==> src/rtl/servo_pkg.sv <==
`default_nettype none
// ============================================================================
//  Module      : servo_pkg
//  Description : Shared types, constants and helpers for the servo motion
//                sequencer (angle type, FSM state encoding, target clamp).
//  Revision    : 1.0 - initial release
// ============================================================================
package servo_pkg;

    localparam int N_CH       = 4;
    localparam int ANGLE_W    = 8;
    localparam int ANGLE_MAX  = 180;
    localparam int HOME_ANGLE = 90;

    typedef logic [ANGLE_W-1:0] angle_t;

    typedef enum logic [1:0] {
        IDLE   = 2'd0,
        WAIT   = 2'd1,
        UPDATE = 2'd2,
        DONE   = 2'd3
    } seq_state_t;

    // Saturate an incoming target to the mechanical limit of the servo.
    function automatic angle_t clamp_angle(input angle_t a);
        return (a > angle_t'(ANGLE_MAX)) ? angle_t'(ANGLE_MAX) : a;
    endfunction

endpackage
`default_nettype wire

==> src/rtl/servo_tick_gen.sv <==
`default_nettype none
// ============================================================================
//  Module      : servo_tick_gen
//  Description : Ramp-rate prescaler. Counts 0..TICK_DIV-1 while enabled and
//                pulses o_tick on the wrap cycle. i_clr forces the count to 0.
//  Revision    : 1.0 - initial release
// ============================================================================
module servo_tick_gen #(
    parameter int TICK_DIV = 500000
) (
    input  logic clk,
    input  logic rst,
    input  logic i_en,
    input  logic i_clr,
    output logic o_tick
);

    localparam int              CNT_W  = (TICK_DIV > 1) ? $clog2(TICK_DIV) : 1;
    localparam logic [CNT_W-1:0] c_LAST = CNT_W'(TICK_DIV - 1);

    logic [CNT_W-1:0] r_cnt;

    assign o_tick = i_en && !i_clr && (r_cnt == c_LAST);

    // Prescaler counter: clear has priority, holds when not enabled.
    always_ff @(posedge clk or posedge rst) begin
        if (rst) begin
            r_cnt <= '0;
        end else if (i_clr) begin
            r_cnt <= '0;
        end else if (i_en) begin
            r_cnt <= (r_cnt == c_LAST) ? '0 : r_cnt + 1'b1;
        end
    end

endmodule
`default_nettype wire

==> src/rtl/servo_motion_sequencer.sv <==
`default_nettype none
// ============================================================================
//  Module      : servo_motion_sequencer
//  Description : Latches a set of servo targets and ramps each commanded angle
//                toward its target by STEP degrees per tick, one channel per
//                clock in a round-robin sweep.
//  Revision    : 1.0 - initial release
// ============================================================================
module servo_motion_sequencer
    import servo_pkg::*;
#(
    parameter int STEP     = 1,
    parameter int TICK_DIV = 500000
) (
    input  logic                      clk,
    input  logic                      rst,
    input  logic                      enable,
    input  logic                      tgt_valid,
    output logic                      tgt_ready,
    input  logic [N_CH*ANGLE_W-1:0]   tgt_angle,
    input  logic                      home_req,
    output logic [N_CH*ANGLE_W-1:0]   cmd_angle,
    output logic [N_CH-1:0]           moving,
    output logic                      busy,
    output logic                      done
);

    localparam int               IDX_W     = (N_CH > 1) ? $clog2(N_CH) : 1;
    localparam logic [IDX_W-1:0] c_LAST_CH = IDX_W'(N_CH - 1);
    localparam angle_t           c_HOME    = angle_t'(HOME_ANGLE);
    localparam angle_t           c_STEP_A  = angle_t'(STEP);
    localparam logic [ANGLE_W:0] c_STEP_W  = (ANGLE_W+1)'(STEP);

    seq_state_t        r_state;
    logic [IDX_W-1:0]  r_ch_idx;
    angle_t            r_cmd [N_CH];
    angle_t            r_tgt [N_CH];
    logic              r_done;

    logic                      w_tick;
    logic                      w_accept;
    angle_t                    w_sel_cmd;
    angle_t                    w_sel_tgt;
    logic signed [ANGLE_W:0]   w_diff;
    logic [ANGLE_W:0]          w_abs;
    angle_t                    w_step_val;
    logic                      w_all_eq;

    servo_tick_gen #(
        .TICK_DIV (TICK_DIV)
    ) u_tick (
        .clk    (clk),
        .rst    (rst),
        .i_en   (enable),
        .i_clr  (r_state != WAIT),
        .o_tick (w_tick)
    );

    assign tgt_ready = (r_state != UPDATE) && !home_req;
    assign w_accept  = tgt_valid && tgt_ready;
    assign busy      = (r_state != IDLE);
    assign done      = r_done;

    for (genvar g = 0; g < N_CH; g++) begin : g_ch
        assign cmd_angle[g*ANGLE_W +: ANGLE_W] = r_cmd[g];
        assign moving[g]                       = (r_cmd[g] != r_tgt[g]);
    end

    assign w_sel_cmd = r_cmd[r_ch_idx];
    assign w_sel_tgt = r_tgt[r_ch_idx];

    // Step datapath: move the selected channel by STEP, landing exactly on target.
    always_comb begin
        w_diff = $signed({1'b0, w_sel_tgt}) - $signed({1'b0, w_sel_cmd});
        w_abs  = w_diff[ANGLE_W] ? (ANGLE_W+1)'(-w_diff) : (ANGLE_W+1)'(w_diff);
        if (w_abs <= c_STEP_W) begin
            w_step_val = w_sel_tgt;
        end else if (!w_diff[ANGLE_W]) begin
            w_step_val = w_sel_cmd + c_STEP_A;
        end else begin
            w_step_val = w_sel_cmd - c_STEP_A;
        end
    end

    // Convergence check including the value being written this cycle.
    always_comb begin
        w_all_eq = 1'b1;
        for (int i = 0; i < N_CH; i++) begin
            if (IDX_W'(i) == r_ch_idx) begin
                w_all_eq = w_all_eq && (w_step_val == r_tgt[i]);
            end else begin
                w_all_eq = w_all_eq && (r_cmd[i] == r_tgt[i]);
            end
        end
    end

    // Target registers: home request overrides an offered target set.
    always_ff @(posedge clk or posedge rst) begin
        if (rst) begin
            for (int i = 0; i < N_CH; i++) r_tgt[i] <= c_HOME;
        end else if (home_req) begin
            for (int i = 0; i < N_CH; i++) r_tgt[i] <= c_HOME;
        end else if (w_accept) begin
            for (int i = 0; i < N_CH; i++) r_tgt[i] <= clamp_angle(tgt_angle[i*ANGLE_W +: ANGLE_W]);
        end
    end

    // Command registers: only the channel under the sweep pointer updates.
    always_ff @(posedge clk or posedge rst) begin
        if (rst) begin
            for (int i = 0; i < N_CH; i++) r_cmd[i] <= c_HOME;
        end else if (r_state == UPDATE) begin
            r_cmd[r_ch_idx] <= w_step_val;
        end
    end

    // Sequencer FSM: idle -> wait for tick -> sweep channels -> done pulse.
    always_ff @(posedge clk or posedge rst) begin
        if (rst) begin
            r_state  <= IDLE;
            r_ch_idx <= '0;
            r_done   <= 1'b0;
        end else begin
            r_done <= 1'b0;
            case (r_state)
                IDLE: begin
                    if (|moving) r_state <= WAIT;
                end
                WAIT: begin
                    if (w_tick) begin
                        r_state  <= UPDATE;
                        r_ch_idx <= '0;
                    end
                end
                UPDATE: begin
                    if (r_ch_idx == c_LAST_CH) begin
                        r_ch_idx <= '0;
                        if (w_all_eq) begin
                            r_state <= DONE;
                            r_done  <= 1'b1;
                        end else begin
                            r_state <= WAIT;
                        end
                    end else begin
                        r_ch_idx <= r_ch_idx + 1'b1;
                    end
                end
                DONE: begin
                    r_state <= IDLE;
                end
                default: begin
                    r_state <= IDLE;
                end
            endcase
        end
    end

endmodule
`default_nettype wire

==> config.mk <==
export PLATFORM = sky130hd
export DESIGN_NAME = servo_motion_sequencer
export DESIGN_NICKNAME = d
export VERILOG_FILES = /design/src/rtl/servo_pkg.sv /design/src/rtl/servo_tick_gen.sv /design/src/rtl/servo_motion_sequencer.sv
export SDC_FILE = /design/constraint.sdc
export NUM_CORES = 1
export LEC_CHECK = 0
export CAP_MARGIN = 20
export CELL_PAD_IN_SITES_DETAIL_PLACEMENT = 0
export CELL_PAD_IN_SITES_GLOBAL_PLACEMENT = 1
export CORE_MARGIN = 4
export CORE_UTILIZATION = 45
export CTS_BUF_LIST = sky130_fd_sc_hd__clkbuf_4
export CTS_CLUSTER_SIZE = 30
export DETAILED_ROUTE_END_ITERATION = 16
export PLACE_DENSITY_LB_ADDON = 0.3
export SYNTH_ARGS = -nofsm -noshare
export SYNTH_HDL_FRONTEND = slang
export SYNTH_SLANG_ARGS = --single-unit
==> constraint.sdc <==
create_clock -name clk -period 6.6 [get_ports clk]
set_clock_uncertainty 0.2 [all_clocks]
set_input_delay 1.65 -clock clk [delete_from_list [all_inputs] [get_ports clk]]
set_output_delay 1.65 -clock clk [all_outputs]
set_load 0.05 [all_outputs]
==> run summary, run 1 <==
Synth
• total standard cell area after synthesis: 6482 µm²
• post-synthesis instance total: 745
• proportion of synthesized chip area in sequential cells: 34.59%
• leading register cell type out of synthesis: dfrtp_1
• Synth area leaders: dfrtp_1, dfstp_2, o21ai_0
• number of synthesis warnings: 0
• number of flops mapped to enable cells by yosys: 0
• proportion of netlist area held by the largest area contributor: 21.62%
• share of synthesized flip-flops with an asynchronous set or reset: 100.0%
• Post-Synthesis Net Count: 804
• post-synthesis average cell area: 8.701 µm²
• library cell with the largest summed area after synthesis: dfrtp_1
• Yosys cell types: 72
• Seq cells post-synth: 88

Place
• Port Buffers: 75
• DP HPWL: 17480 µm
• total instance count after detailed placement: 986
• final RePlAce weighted congestion: 0.9759
• total cell area at the placement stage: 7470 µm²

Timing
• unrepaired setup endpoints after global routing: false
• final period demand of the worst path: 6.157 ns
• top achievable clock speed: 162.4 MHz
• slew at the pin closest to its max-slew limit: 1.023 ns
• Sum Neg Setup Slack: 0 ns
• max_slew headroom: 31.54%
• final cycle utilization of the critical path: 93.29%
• endpoints failing setup: 0
• fin. max-slew vios: 0
• Hold Violations, Final: 0

GRT
• number of antenna violations at the first check in global routing: 0
• total overflow reported by the global router: 0
• overall fraction of global-route tracks in use: 28.70%
• maximum number of pins on one net before global-route repair: 55
• wire length of the first global-routing pass: 35980 µm
• number of global-route vias before repair: 6026

Detailed routing
• first-pass iteration count of the detailed router: 5
• DRC: 0
• drt wl/cell: 22.94 µm
• drt first-iter violations: 671
• via density per instance: 6.210
• total number of vias: 6222
• routed wire length: 22980 µm
• remaining number of nets flagged by the antenna check after routing: 0

Finish
• Layout area overhead: 17.58%
• multi-input logic area: 3954 µm²
• final design utilization: 54.49%
• cell area after layout: 7622 µm²
• leading cell type in the layout, fill and taps excluded: nand2_1
• filler instances: 1311
• fin nets: 876
• highest-count cells in the layout ignoring fill and taps: nand2_1, o21ai_0, clkdlybuf4s50_1
• post-route insts no fill: 1002
• sequential cell area: 2245 µm²
• antenna diode count: 0
• share of final-layout standard cells stronger than drive strength 1: 12.17%

Die
• floorplan die width: 128.0 µm
• # rows: 43
• total I/O pin count: 76
• Die ar.: 16390 µm²
• Floorplan Core Area: 13990 µm²
• vertical die dimension: 128.0 µm
• Starting Density: 46.34%

Critical path
• ordered cell list for the critical path: buf_4 -> mux2i_1 -> a21boi_1 -> ha_1 -> a21oi_1 -> o21ai_0 -> a311o_1 -> inv_1 -> ha_1 -> nand2_1 -> or3_1 -> o311a_1 -> o21ai_1 -> a31oi_1 -> xnor2_1 -> mux2i_2 -> xnor2_1 -> o2bb2ai_1 -> a2111oi_2 -> nand4_1 -> o211ai_1
• endpoint class of the critical path: flop
• slowest cell on the critical path: dfrtp_2
• startpoint class of the critical path: flop
• cell family with most CP delay: compound AO/OA/AOI/OAI gates
• number of buffer and inverter instances along the worst setup path: 2
• Required @ worst endpoint: 6.80 ns
• worst-path maximum fanout: 16
• class of the most critical setup path: reg2reg
• maximum single-stage delay on the critical path: 0.64 ns
• Arr. time, crit path: 6.36 ns

Outcome
• run status: complete, no violations

Hold path
• class of the tightest hold or removal check: reg2reg

Clocking
• worst skew pair latency: 0.48 ns
• CTS H-Tree Depth: 3
• CTS clock-pin slew for the worst setup and hold paths: 0.17 ns
• worst-case clock buffer depth: 2
• CTS root buf: clkbuf_4
• clock tree from TritonCTS: yes
• clock buffer count from CTS: 9
• clk sinks: 88
• buffer count from post-CTS setup fixing: 0

Power and ir drop
• PwrDens: 178.0 nW/µm²
• maximum vdd drop: 0.1526 mV
• Leak Pwr: 3.057 nW

Run
• count of max-cap constraint violations: 0

## final timing paths
check	end	depth (start not counted)	slack, ns	from
max	r_state[1]	21	0.44	r_ch_idx[1]
min	u_tick.r_cnt[10]	1	0.32	u_tick.r_cnt[10]
max reg2reg	r_state[1]	21	0.44	r_ch_idx[1]
min reg2reg	u_tick.r_cnt[10]	1	0.32	u_tick.r_cnt[10]
max in group asynchronous	r_tgt[26]	3	3.78	rst
min in group asynchronous	cmd_angle[5]	2	1.30	rst
## state kept, by name (all words and copies together), names as in the netlist
name	flops
cmd_angle	32
done	1
r_ch_idx	2
r_state	2
r_tgt	32
u_tick.r_cnt	19
## cell usage after synthesis, types with 7 or more instances
master and instances:
and3_1 12, clkbuf_1 25, nand2_1 102, mux2i_1 12, dfrtp_1 56, dfstp_2 32
nand3_1 16, mux4_2 14, a21oi_1 28, ha_1 20, xnor2_1 33, nand3b_1 14
o21ai_0 96, nand2b_1 14, inv_1 42, nor2_1 50, a211oi_1 7, xor2_1 42
## power by group
part	switching [mW]	total, mW	internal, mW	leakage [nW]
Sequential	0.0749	0.661	0.586	1.07
Clock	0.224	0.314	0.0895	0.0780
Combinational	0.225	0.382	0.157	1.90
Total	0.524	1.36	0.833	3.06
## timing repair
action | 4_1_cts | 5_1_grt
hold buffers | 0 | 0
setup endpoints to repair | 0 | 2
gates resized for setup | 0 | 4
## stage by stage
stage | worst slack (ns) | hold slack (ns) | total power, mW
3_5_place_dp | 0.3363 | 0.3032 | 1.041
2_1_floorplan | 0.6698 | 0.2703 | 0.8900
3_3_place_gp | 0.5337 | 0.2945 | 1.036
4_1_cts | 0.2553 | 0.3245 | 1.359
5_1_grt | 0.03580 | 0.3678 | 1.427
6_report | 0.4427 | 0.3248 | 1.357
## kinds of logic after synthesis
group,synth area share [%]
AO/OA/AOI/OAI,20.36
XOR/XNOR,10.13
adder cells (fa/ha/maj),4.478
buffers and inverters,4.594
flip-flops,34.59
multiplexers,7.585
AND/OR/NAND/NOR,18.26
## layout make-up
class,instances,area share (%)
multi-input combinational,581,51.87
clock buffer,9,0.8864
clock inverter,7,0.9357
tap,180,2.955
sequential,88,29.45
timing repair buffer,95,11.82
inverter,42,2.085
## per-layer routing
layer / global-route usage [%] / routed length, µm / part of all wire, %
met5: 0 / 0 / 0
met4: 7.428 / 531 / 2.3
met3: 5.667 / 2042 / 8.9
met2: 45.29 / 10480 / 46
met1: 40.62 / 9924 / 43
No activity file was read; power rests on OpenSTA's default activity.
==> inputs of run 2 (changes only) <==
--- a/config.mk
+++ b/config.mk
@@ -14,6 +14,7 @@
 export CTS_CLUSTER_SIZE = 30
 export DETAILED_ROUTE_END_ITERATION = 16
 export PLACE_DENSITY_LB_ADDON = 0.3
+export SKIP_CTS_REPAIR_TIMING = 1
 export SYNTH_ARGS = -nofsm -noshare
 export SYNTH_HDL_FRONTEND = slang
 export SYNTH_SLANG_ARGS = --single-unit
==> results of run 2 <==
The final DEF is identical to that of run 1; final timing and power are the same.
==> inputs of run 3 (changes only) <==
--- a/config.mk
+++ b/config.mk
@@ -9,7 +9,7 @@
 export CELL_PAD_IN_SITES_DETAIL_PLACEMENT = 0
 export CELL_PAD_IN_SITES_GLOBAL_PLACEMENT = 1
 export CORE_MARGIN = 4
-export CORE_UTILIZATION = 45
+export CORE_UTILIZATION = 48
 export CTS_BUF_LIST = sky130_fd_sc_hd__clkbuf_4
 export CTS_CLUSTER_SIZE = 30
 export DETAILED_ROUTE_END_ITERATION = 16
==> constraint.sdc (replaced) <==
create_clock -name clk -period 8 [get_ports clk]
set_clock_uncertainty 0.2 [all_clocks]
set_input_delay 2 -clock clk [delete_from_list [all_inputs] [get_ports clk]]
set_output_delay 2 -clock clk [all_outputs]
set_load 0.05 [all_outputs]
==> run summary, run 3 (same netlist as run 1, synthesis figures left out) <==
Outcome
• run status: complete, no violations

Die
• # rows: 42
• vertical die dimension: 124.2 µm
• Die ar.: 15430 µm²
• Floorplan Core Area: 13240 µm²
• Starting Density: 48.95%
• floorplan die width: 124.2 µm
• total I/O pin count: 76

Detailed routing
• total number of vias: 6114
• DRC: 0
• drt first-iter violations: 534
• remaining number of nets flagged by the antenna check after routing: 0
• routed wire length: 22690 µm
• via density per instance: 6.220
• drt wl/cell: 23.08 µm
• first-pass iteration count of the detailed router: 5

Place
• Post-Place Setup Slack: 1.531 ns
• Port Buffers: 75
• final RePlAce weighted congestion: 1.008
• DP HPWL: 16950 µm

Critical path
• endpoint class of the critical path: flop
• slowest cell on the critical path: dfrtp_1
• ordered cell list for the critical path: buf_4 -> mux2i_1 -> mux2i_1 -> ha_1 -> inv_1 -> fa_1 -> nand3_1 -> nand2_1 -> a311o_1 -> inv_1 -> ha_1 -> nand2_1 -> or3_1 -> o311a_1 -> o21ai_1 -> a31oi_1 -> xnor2_1 -> mux2i_1 -> xnor2_1 -> o2bb2ai_1 -> a2111oi_2 -> nand4_1 -> o211ai_1
• worst-path maximum fanout: 13
• maximum single-stage delay on the critical path: 0.73 ns
• cell depth of the worst flop-to-flop path: 23
• Required @ worst endpoint: 8.20 ns
• class of the most critical setup path: reg2reg
• Arr. time, crit path: 6.89 ns
• startpoint class of the critical path: flop
• most used cell along the critical path: mux2i_1

Power and ir drop
• maximum vdd drop: 0.09823 mV
• Leak Pwr: 2.977 nW
• PwrDens: 148.5 nW/µm²

Finish
• highest-count cells in the layout ignoring fill and taps: nand2_1, o21ai_0, clkdlybuf4s50_1
• fin nets: 861
• final design utilization: 56.59%
• Layout area overhead: 15.60%
• share of final-layout standard cells stronger than drive strength 1: 10.04%
• antenna diode count: 0
• leading cell type in the layout, fill and taps excluded: nand2_1

GRT
• global-route layer with the greatest usage: met2
• maximum number of pins on one net before global-route repair: 70
• wire length of the first global-routing pass: 35320 µm
• overall fraction of global-route tracks in use: 29.13%
• total overflow reported by the global router: 0
• Global Route met2 Usage: 48.16%
• met3 usage in global routing: 6.615%
• number of antenna violations at the first check in global routing: 0
• number of global-route vias before repair: 5956
• GR met1 Demand/Resource: 37.77%

Hold path
• class of the tightest hold or removal check: reg2reg
• depth of the worst hold-timing path: 2

Timing
• Hold Violations, Final: 0
• unrepaired setup endpoints after global routing: false
• fin. max-slew vios: 0
• final cycle utilization of the critical path: 83.66%
• final period demand of the worst path: 6.693 ns
• Sum Neg Setup Slack: 0 ns
• min setup slack post-route: 1.307 ns
• top achievable clock speed: 149.4 MHz
• endpoints failing setup: 0
• max_slew headroom: 28.80%
• slew at the pin closest to its max-slew limit: 1.064 ns

Clocking
• clock buffer count from CTS: 9
• CTS H-Tree Depth: 3
• worst-case clock buffer depth: 2
• CTS clock-pin slew for the worst setup and hold paths: 0.14 ns
• clk sinks: 88
• clock tree from TritonCTS: yes
• worst skew pair latency: 0.47 ns
• CTS root buf: clkbuf_4

Run
• count of max-cap constraint violations: 0

==> run 3: cell count changes in the layout (fill, tap and decap cells not counted), sizes merged <==
cell	previous run	this run
buf	20	5
bufinv	0	1
clkbuf	9	11
clkinv	3	2
clkinvlp	0	2
inv	46	42
==> run 3: path summary, 6_finish.rpt <==
| path | start | end | slack [ns] |
|---|---|---|---|
| worst max-delay path | r_ch_idx[1] | r_state[1] | 1.31 |
| max in group asynchronous | rst | r_tgt[29] | 4.79 |
| min in group asynchronous | rst | cmd_angle[21] | 1.58 |
| worst min-delay path | cmd_angle[20] | cmd_angle[20] | 0.33 |
| worst max register to register | r_ch_idx[1] | r_state[1] | 1.31 |
| worst min register to register | cmd_angle[20] | cmd_angle[20] | 0.33 |
==> run 3: critical path, delay by kind of cell, from the launching register on <==
kind | cells | cell delay, ns
AO/OA/AOI/OAI | 7 | 1.55
multiplexers | 3 | 1.03
adder cells (fa/ha/maj) | 3 | 0.98
AND/OR/NAND/NOR | 5 | 0.79
flip-flops | 1 | 0.73
XOR/XNOR | 2 | 0.68
buffers and inverters | 3 | 0.66
==> run 3: report_power, final <==
group          switching (mW)  internal [mW]  leakage (nW)
logic                   0.177          0.122          1.83
clock network           0.160          0.103        0.0735
registers              0.0680          0.483          1.08
total                   0.405          0.708          2.98
==> run 3: per-stage QoR <==
step | std cells | hold WS (ns) | power (mW) | cell area (µm²)
final | 983 | 0.3312 | 1.113 | 7493
after CTS | 983 | 0.3307 | 1.113 | 7493
after detailed placement | 967 | 0.3075 | 0.8489 | 7352
after floorplan | 745 | 0.2703 | 0.7342 | 6482
after global placement | 967 | 0.3034 | 0.8439 | 7352
after global routing | 983 | 0.3637 | 1.170 | 7493
==> run 3: routing by layer <==
layer,routed length [µm],vias to the layer above
met5,0,-
met4,703,0
met3,1757,59
met2,11060,284
li1,-,2789
met1,9162,2982
==> run 3: cell type report <==
cell class                      instances  area, µm²
Clock buffer                           11      82.58
Clock inverter                          5      58.81
Fill cell                            1242       5749
Inverter                               42      158.9
Multi-Input combinational cell        581       3943
Sequential cell                        88       2242
Tap cell                              176      220.2
Timing Repair Buffer                   80      788.3
